--- config.mk ---
export PLATFORM = sky130hd
export DESIGN_NAME = lsf_event_sequencer
export DESIGN_NICKNAME = d
export VERILOG_FILES = /design/src/rtl/lsf_event_sequencer.sv
export SDC_FILE = /design/constraint.sdc
export NUM_CORES = 1
export LEC_CHECK = 0
export CAP_MARGIN = 5
export CORE_AREA = 2 2 109 111
export DETAILED_ROUTE_END_ITERATION = 10
export DIE_AREA = 0 0 111 113
export HOLD_SLACK_MARGIN = 0.06
export PLACE_DENSITY = 0.76
export SYNTH_ARGS = -nofsm -noshare
export SYNTH_HDL_FRONTEND = slang
export SYNTH_SLANG_ARGS = --single-unit
--- constraint.sdc ---
create_clock -name clock -period 1.8 [get_ports clock]
set_clock_uncertainty 0.2 [all_clocks]
set_input_delay 0.27 -clock clock [delete_from_list [all_inputs] [get_ports clock]]
set_output_delay 0.27 -clock clock [all_outputs]
set_load 0.01 [all_outputs]
--- src/rtl/lsf_event_sequencer.sv ---
// lsf_event_sequencer: frames each event as one ROI write, its hit writes, then an EOF pulse.
// Latency: ROI accept -> roi_we +1 cycle; hit accept -> mdt_hit_we +1 cycle; last write -> eof +1 cycle.
// Backpressure: downstream_af drops slc_ready/hit_ready only; writes already registered still complete.
//
// Ports:
//   clock, reset                      system clock, synchronous active-high reset
//   slc_in/slc_valid/slc_ready        candidate ROI handshake (accepted only in IDLE)
//   hit_in/hit_valid/hit_ready        hit beat handshake (accepted only in HITS)
//   hit_last, hit_null                beat qualifiers: final beat of event / no-data terminator
//   downstream_af                     almost-full from the LSF wrapper buffers
//   roi/roi_we, mdt_hit/mdt_hit_we    write ports toward the LSF wrapper (data held when strobe low)
//   eof                               one-cycle end-of-event pulse
//   histogram_accumulation_count      hits forwarded in the last completed event
//   err_overflow, err_timeout         sticky error flags, cleared only by reset
//   drop_cnt                          saturating count of hits dropped over the hit limit
module lsf_event_sequencer #(
  parameter int MAX_HITS      = 64,   // 1..1023
  parameter int TIMEOUT       = 512,  // >= 2
  parameter int GAP_CYCLES    = 4,    // >= 1
  parameter int HEG2SFSLC_LEN = 32,
  parameter int HEG2SFHIT_LEN = 24
) (
  input  logic                     clock,
  input  logic                     reset,
  input  logic [HEG2SFSLC_LEN-1:0] slc_in,
  input  logic                     slc_valid,
  output logic                     slc_ready,
  input  logic [HEG2SFHIT_LEN-1:0] hit_in,
  input  logic                     hit_valid,
  input  logic                     hit_last,
  input  logic                     hit_null,
  output logic                     hit_ready,
  input  logic                     downstream_af,
  output logic [HEG2SFSLC_LEN-1:0] roi,
  output logic                     roi_we,
  output logic [HEG2SFHIT_LEN-1:0] mdt_hit,
  output logic                     mdt_hit_we,
  output logic                     eof,
  output logic [9:0]               histogram_accumulation_count,
  output logic                     err_overflow,
  output logic                     err_timeout,
  output logic [15:0]              drop_cnt
);

  localparam int               TMO_W     = $clog2(TIMEOUT) + 1;
  localparam logic [TMO_W-1:0] TMO_LAST  = TMO_W'(TIMEOUT - 1);
  localparam int               GAP_W     = (GAP_CYCLES > 1) ? $clog2(GAP_CYCLES) : 1;
  localparam logic [GAP_W-1:0] GAP_LAST  = GAP_W'(GAP_CYCLES - 1);
  localparam logic [9:0]       HIT_LIMIT = 10'(MAX_HITS);

  typedef enum logic [2:0] {
    S_IDLE,
    S_ROI,
    S_HITS,
    S_EOF,
    S_GAP
  } state_t;

  state_t           state;
  state_t           state_nxt;
  logic [9:0]       hit_cnt;
  logic [TMO_W-1:0] tmo_cnt;
  logic [TMO_W-1:0] tmo_nxt;
  logic [GAP_W-1:0] gap_cnt;

  logic slc_take;
  logic hit_take;
  logic last_take;
  logic hit_fwd;
  logic hit_drop;
  logic tmo_expire;

  // Ready lines are masked by reset so every output reads 0 while reset is held.
  assign slc_ready = (state == S_IDLE) & ~downstream_af & ~reset;
  assign hit_ready = (state == S_HITS) & ~downstream_af & ~reset;

  assign slc_take  = slc_valid & slc_ready;
  assign hit_take  = hit_valid & hit_ready;
  assign last_take = hit_take & hit_last;

  // Null beats only terminate; they are neither forwarded nor counted as drops.
  assign hit_fwd  = hit_take & ~hit_null & (hit_cnt < HIT_LIMIT);
  assign hit_drop = hit_take & ~hit_null & (hit_cnt >= HIT_LIMIT);

  // The forced EOF is taken on the edge where tmo_cnt reaches TIMEOUT-1. Counting
  // from the first HITS cycle, this puts the eof pulse exactly TIMEOUT cycles later,
  // the same one-cycle drain a normal hit_last termination gets.
  assign tmo_nxt    = tmo_cnt + TMO_W'(1);
  assign tmo_expire = (state == S_HITS) & (tmo_nxt == TMO_LAST);

  // ROI write is a pure function of state: the word was captured on the accept edge.
  assign roi_we = (state == S_ROI);

  always_comb begin
    state_nxt = state;
    case (state)
      S_IDLE: begin
        if (slc_take) begin
          state_nxt = S_ROI;
        end
      end
      S_ROI: begin
        state_nxt = S_HITS;
      end
      S_HITS: begin
        if (last_take || tmo_expire) begin
          state_nxt = S_EOF;
        end
      end
      S_EOF: begin
        state_nxt = S_GAP;
      end
      S_GAP: begin
        if (gap_cnt == GAP_LAST) begin
          state_nxt = S_IDLE;
        end
      end
      default: begin
        state_nxt = S_IDLE;
      end
    endcase
  end

  always_ff @(posedge clock) begin
    if (reset) begin
      state                        <= S_IDLE;
      roi                          <= '0;
      mdt_hit                      <= '0;
      mdt_hit_we                   <= 1'b0;
      eof                          <= 1'b0;
      histogram_accumulation_count <= '0;
      err_overflow                 <= 1'b0;
      err_timeout                  <= 1'b0;
      drop_cnt                     <= '0;
      hit_cnt                      <= '0;
      tmo_cnt                      <= '0;
      gap_cnt                      <= '0;
    end else begin
      state      <= state_nxt;
      mdt_hit_we <= hit_fwd;

      // EOF state is the cycle the final mdt_hit_we is visible; eof follows it.
      eof <= (state == S_EOF);

      if (slc_take) begin
        roi <= slc_in;
      end

      if (state == S_ROI) begin
        hit_cnt <= '0;
        tmo_cnt <= '0;
      end

      if (state == S_HITS) begin
        tmo_cnt <= tmo_nxt;
      end

      if (hit_fwd) begin
        mdt_hit <= hit_in;
        hit_cnt <= hit_cnt + 10'd1;
      end

      if (hit_drop) begin
        err_overflow <= 1'b1;
        if (drop_cnt != 16'hFFFF) begin
          drop_cnt <= drop_cnt + 16'd1;
        end
      end

      // A hit_last taken in the expiry cycle is a normal end, not a timeout.
      if (tmo_expire && !last_take) begin
        err_timeout <= 1'b1;
      end

      // hit_cnt is final by the EOF cycle, so the count lands together with eof.
      if (state == S_EOF) begin
        histogram_accumulation_count <= hit_cnt;
      end

      if (state == S_EOF) begin
        gap_cnt <= '0;
      end else if (state == S_GAP) begin
        gap_cnt <= gap_cnt + GAP_W'(1);
      end
    end
  end

endmodule

==> results by group, run 1 <==
Status
  – Status: complete, but fails checks
  – Failing checks: negative setup slack

STA
  – Unrepaired setup endpoints after global routing: yes
  – Hold violation count in the final report: 0
  – Slew @ Worst Pin: 0.497 ns
  – Min setup slack post-route: -0.0885 ns
  – Final setup viols: 8
  – Hold slack: 0.246 ns
  – Count of pins over their slew limit: 0
  – Fin crit period: 1.89 ns
  – Max_slew headroom: 0.668
  – Crit share post-route: 1.05
  – Fmax: 530 MHz

Worst setup path
  – Setup crit start: hit_cnt[9]
  – R2r worst-path depth: 5
  – Required time of the critical path: 1.83 ns
  – Crit start category: flip-flop
  – CP Max Fanout: 6
  – Slowest CP cell: or4_4
  – Worst setup path class: reg2reg
  – RR Startpoint: hit_cnt[9]
  – Worst setup EP type: flip-flop
  – Critical Path Max Stage Delay: 0.58 ns
  – CP Data Arrival Time: 1.92 ns
  – Crit-path cells: or4_4 > nand4_4 > buf_4 > nor3_4 > mux2_4

Yosys
  – Post-synthesis cell type count: 60
  – Seq/Total Area, Yosys: 0.474
  – Yosys reg bits: ~110
  – Dominant cell type by area after synthesis: dfxtp_1
  – Mapped Area: 0.00469 mm2
  – Post-Syn Nets: 623
  – FFs w/ async S/R, synth: 0
  – Synthesis Warnings: 0
  – Post-synth EDFFs: 0
  – Avg Synthesized Cell Area: between 8 and 9 um2
  – Synthesized instance count: about 550
  – Ranking of synthesized cells by area: dfxtp_1, nand2_1, a21oi_1, nand3_1, a22o_1
  – Most common cell in the netlist: nand2_1
  – Synth top cells by count: nand2_1, dfxtp_1, a21oi_1
  – Top-area cell type share of the netlist area: 0.474
  – Main synth FF type: dfxtp_1

CTS
  – CTS Hold Bufs: 0
  – TritonCTS clock tree: built
  – Worst-path clk slew: 0.07 ns
  – CTS max path bufs: 2
  – H-tree depth: 3
  – Clock Latency Late Sink: between 0.3 and 0.4 ns
  – CTS Buf Count: 9
  – CTS root buffer: clkbuf_16
  – Clock sink total: about 110

Finish
  – Area of the multi-input gates: around 0.0024 mm2
  – Sequential cell area: 0.00225 mm2
  – Design area: a little over 0.007 mm2
  – ANT cells: 0
  – Nets@finish: 810
  – Final cell count without fillers: 889
  – Share of layout cells above drive strength 1: 0.169
  – Area grow syn2layout: 52.3%
  – Filler cells: 966

Die
  – Die height: 113 um
  – DIE WIDTH: 111 um
  – Initial core utilization: 0.416
  – I/O Pins: 152
  – Core area: 0.0113 mm2
  – Site Rows: 39
  – Die area: 0.0125 mm2

Placed design
  – Place WS: -0.458 ns
  – Post-placement cell count: 868
  – Number of port buffers: 151
  – GP Congestion: roughly 0.86
  – Dpl cell area: 0.00667 mm2
  – HPWL Detailed: 9600 um

Power
  – Max VDD drop: 0.405 mV
  – Pwr dens: 699 mW/mm2
  – Lkg Pwr: 2.57 nW

Detailed routing
  – Routed wire per std cell: 15.3 um
  – Via count: roughly 4800
  – DR iter-0 viols: 322
  – Drt drc: 0
  – Antenna viol nets, final: 0
  – Vias/cell: about 5.4
  – DR pass1 iterations: 5
  – Routed WL: 13600 um

Global route
  – GRT Overall Usage: 0.205
  – Initial antenna violation count: 0
  – Largest net degree at the start of global routing: 64
  – Number of global-route vias before repair: 4446
  – First-pass GRT wire length: approximately 21000 um
  – GRT Residual Overflow: 0

Min path
  – HP Start: reset
  – Hold Path Stages: 5
  – HP Class: in2reg

Job
  – Max-Cap Viols: 0
[kinds of logic (layout without fill, tap and decap cells)]
group / Yosys count / after routing / share of synthesized area
multiplexers: 6 / 6 / 0.0139
flip-flops: 111 / 111 / 0.474
XOR/XNOR: 3 / 3 / 0.00561
adder cells (fa/ha/maj): 6 / 6 / 0.0160
buffers and inverters: 44 / 236 / 0.0424
AO/OA/AOI/OAI: 137 / 137 / 0.181
AND/OR/NAND/NOR: 247 / 247 / 0.267
[repair_timing]
action	4_1_cts	5_1_grt
setup endpoints to repair	37	48
pin swaps	4	7
cloned	0	2
buffers inserted	2	2
resized for setup	41	26
[state kept, by name, indices dropped and copies added (netlist names)]
signal                        flops
mdt_hit_we                        1
err_timeout                       1
mdt_hit                          24
histogram_accumulation_count     10
tmo_cnt                          10
hit_cnt                          10
roi                              32
err_overflow                      1
gap_cnt                           2
drop_cnt                         16
state                             3
eof                               1
[path summary, 6_finish.rpt]
| check | to | slack (ns) |
|---|---|---|
| worst max register to register | drop_cnt[13] | -0.09 |
| worst min-delay path | err_timeout | 0.25 |
| worst max-delay path | drop_cnt[13] | -0.09 |
| worst min register to register | roi[11] | 0.25 |
[routing by layer]
| metal | routed length, um | track usage | vias up | share of wire |
|---|---|---|---|---|
| met5 | 0 | 0 | - | 0 |
| met4 | 167 | 0.0650 | 0 | 0.012 |
| met3 | 607 | 0.0262 | 15 | 0.045 |
| met2 | 6940 | 0.368 | 162 | 0.51 |
| met1 | 5920 | 0.258 | 2252 | 0.43 |
| li1 | - | - | 2331 | - |
[where the power goes]
part / internal [W] / leakage (nW) / switching (W)
Combinational: 0.000280 / 1.52 / 0.000228
Sequential: 0.00249 / 0.903 / 0.0000258
Clock: 0.00107 / 0.146 / 0.000897
Total: 0.00384 / 2.57 / 0.00115
[metrics by stage]
stage | utilization | TNS (ns) | total power, W
after floorplan | - | 0 | 0.00276
after global placement | 0.592 | -22.96 | 0.00306
after detailed placement | 0.592 | -26.82 | 0.00307
after CTS | 0.622 | -0.140 | 0.00502
after global routing | 0.633 | -1.46 | 0.00519
final | 0.633 | -0.368 | 0.00499
[critical path: cells and delay by family, from the launching register on]
family	cells	cell delay [ns]
buffers and inverters	1	0.14
flip-flops	1	0.34
multiplexers	1	0.31
AND/OR/NAND/NOR	3	0.78
[layout make-up]
cell class,instances,area share
Timing Repair inverter,1,0.000701
Timing Repair Buffer,209,0.278
Sequential cell,111,0.315
Tap cell,143,0.0251
Multi-Input combinational cell,399,0.334
Inverter,10,0.00596
Clock buffer,12,0.0373
Clock inverter,4,0.00473
[layout by cell type, fill, tap and decap left out, drive strengths merged, types with 2 or more instances in the layout]
cell type / instances
clkdlybuf4s50: 136
nand2: 133
dfxtp: 111
a21oi: 78
buf: 58
nand3: 22
nor2: 18
clkbuf: 15
o21ai: 13
nor3: 12
dlygate4sd2: 11
inv: 11
a22o: 10
nor2b: 9
and2: 8
nand4: 8
nor4: 7
a311oi: 6
and3: 6
and4: 6
ha: 6
o31ai: 5
a211oi: 5
or4: 5
a31oi: 4
mux2: 4
nand3b: 3
o311ai: 3
xnor2: 3
a41oi: 3
clkinv: 3
nor3b: 2
nand2b: 2
mux2i: 2
o2111ai: 2
o221ai: 2
or3: 2
No activity file was read; power rests on OpenSTA's default activity.
==> run 2: changes to the inputs <==
Settings changed: HOLD_SLACK_MARGIN 0.06 to 0.1.
==> results of run 2 <==
The final DEF is identical to that of run 1; final timing and power are the same.
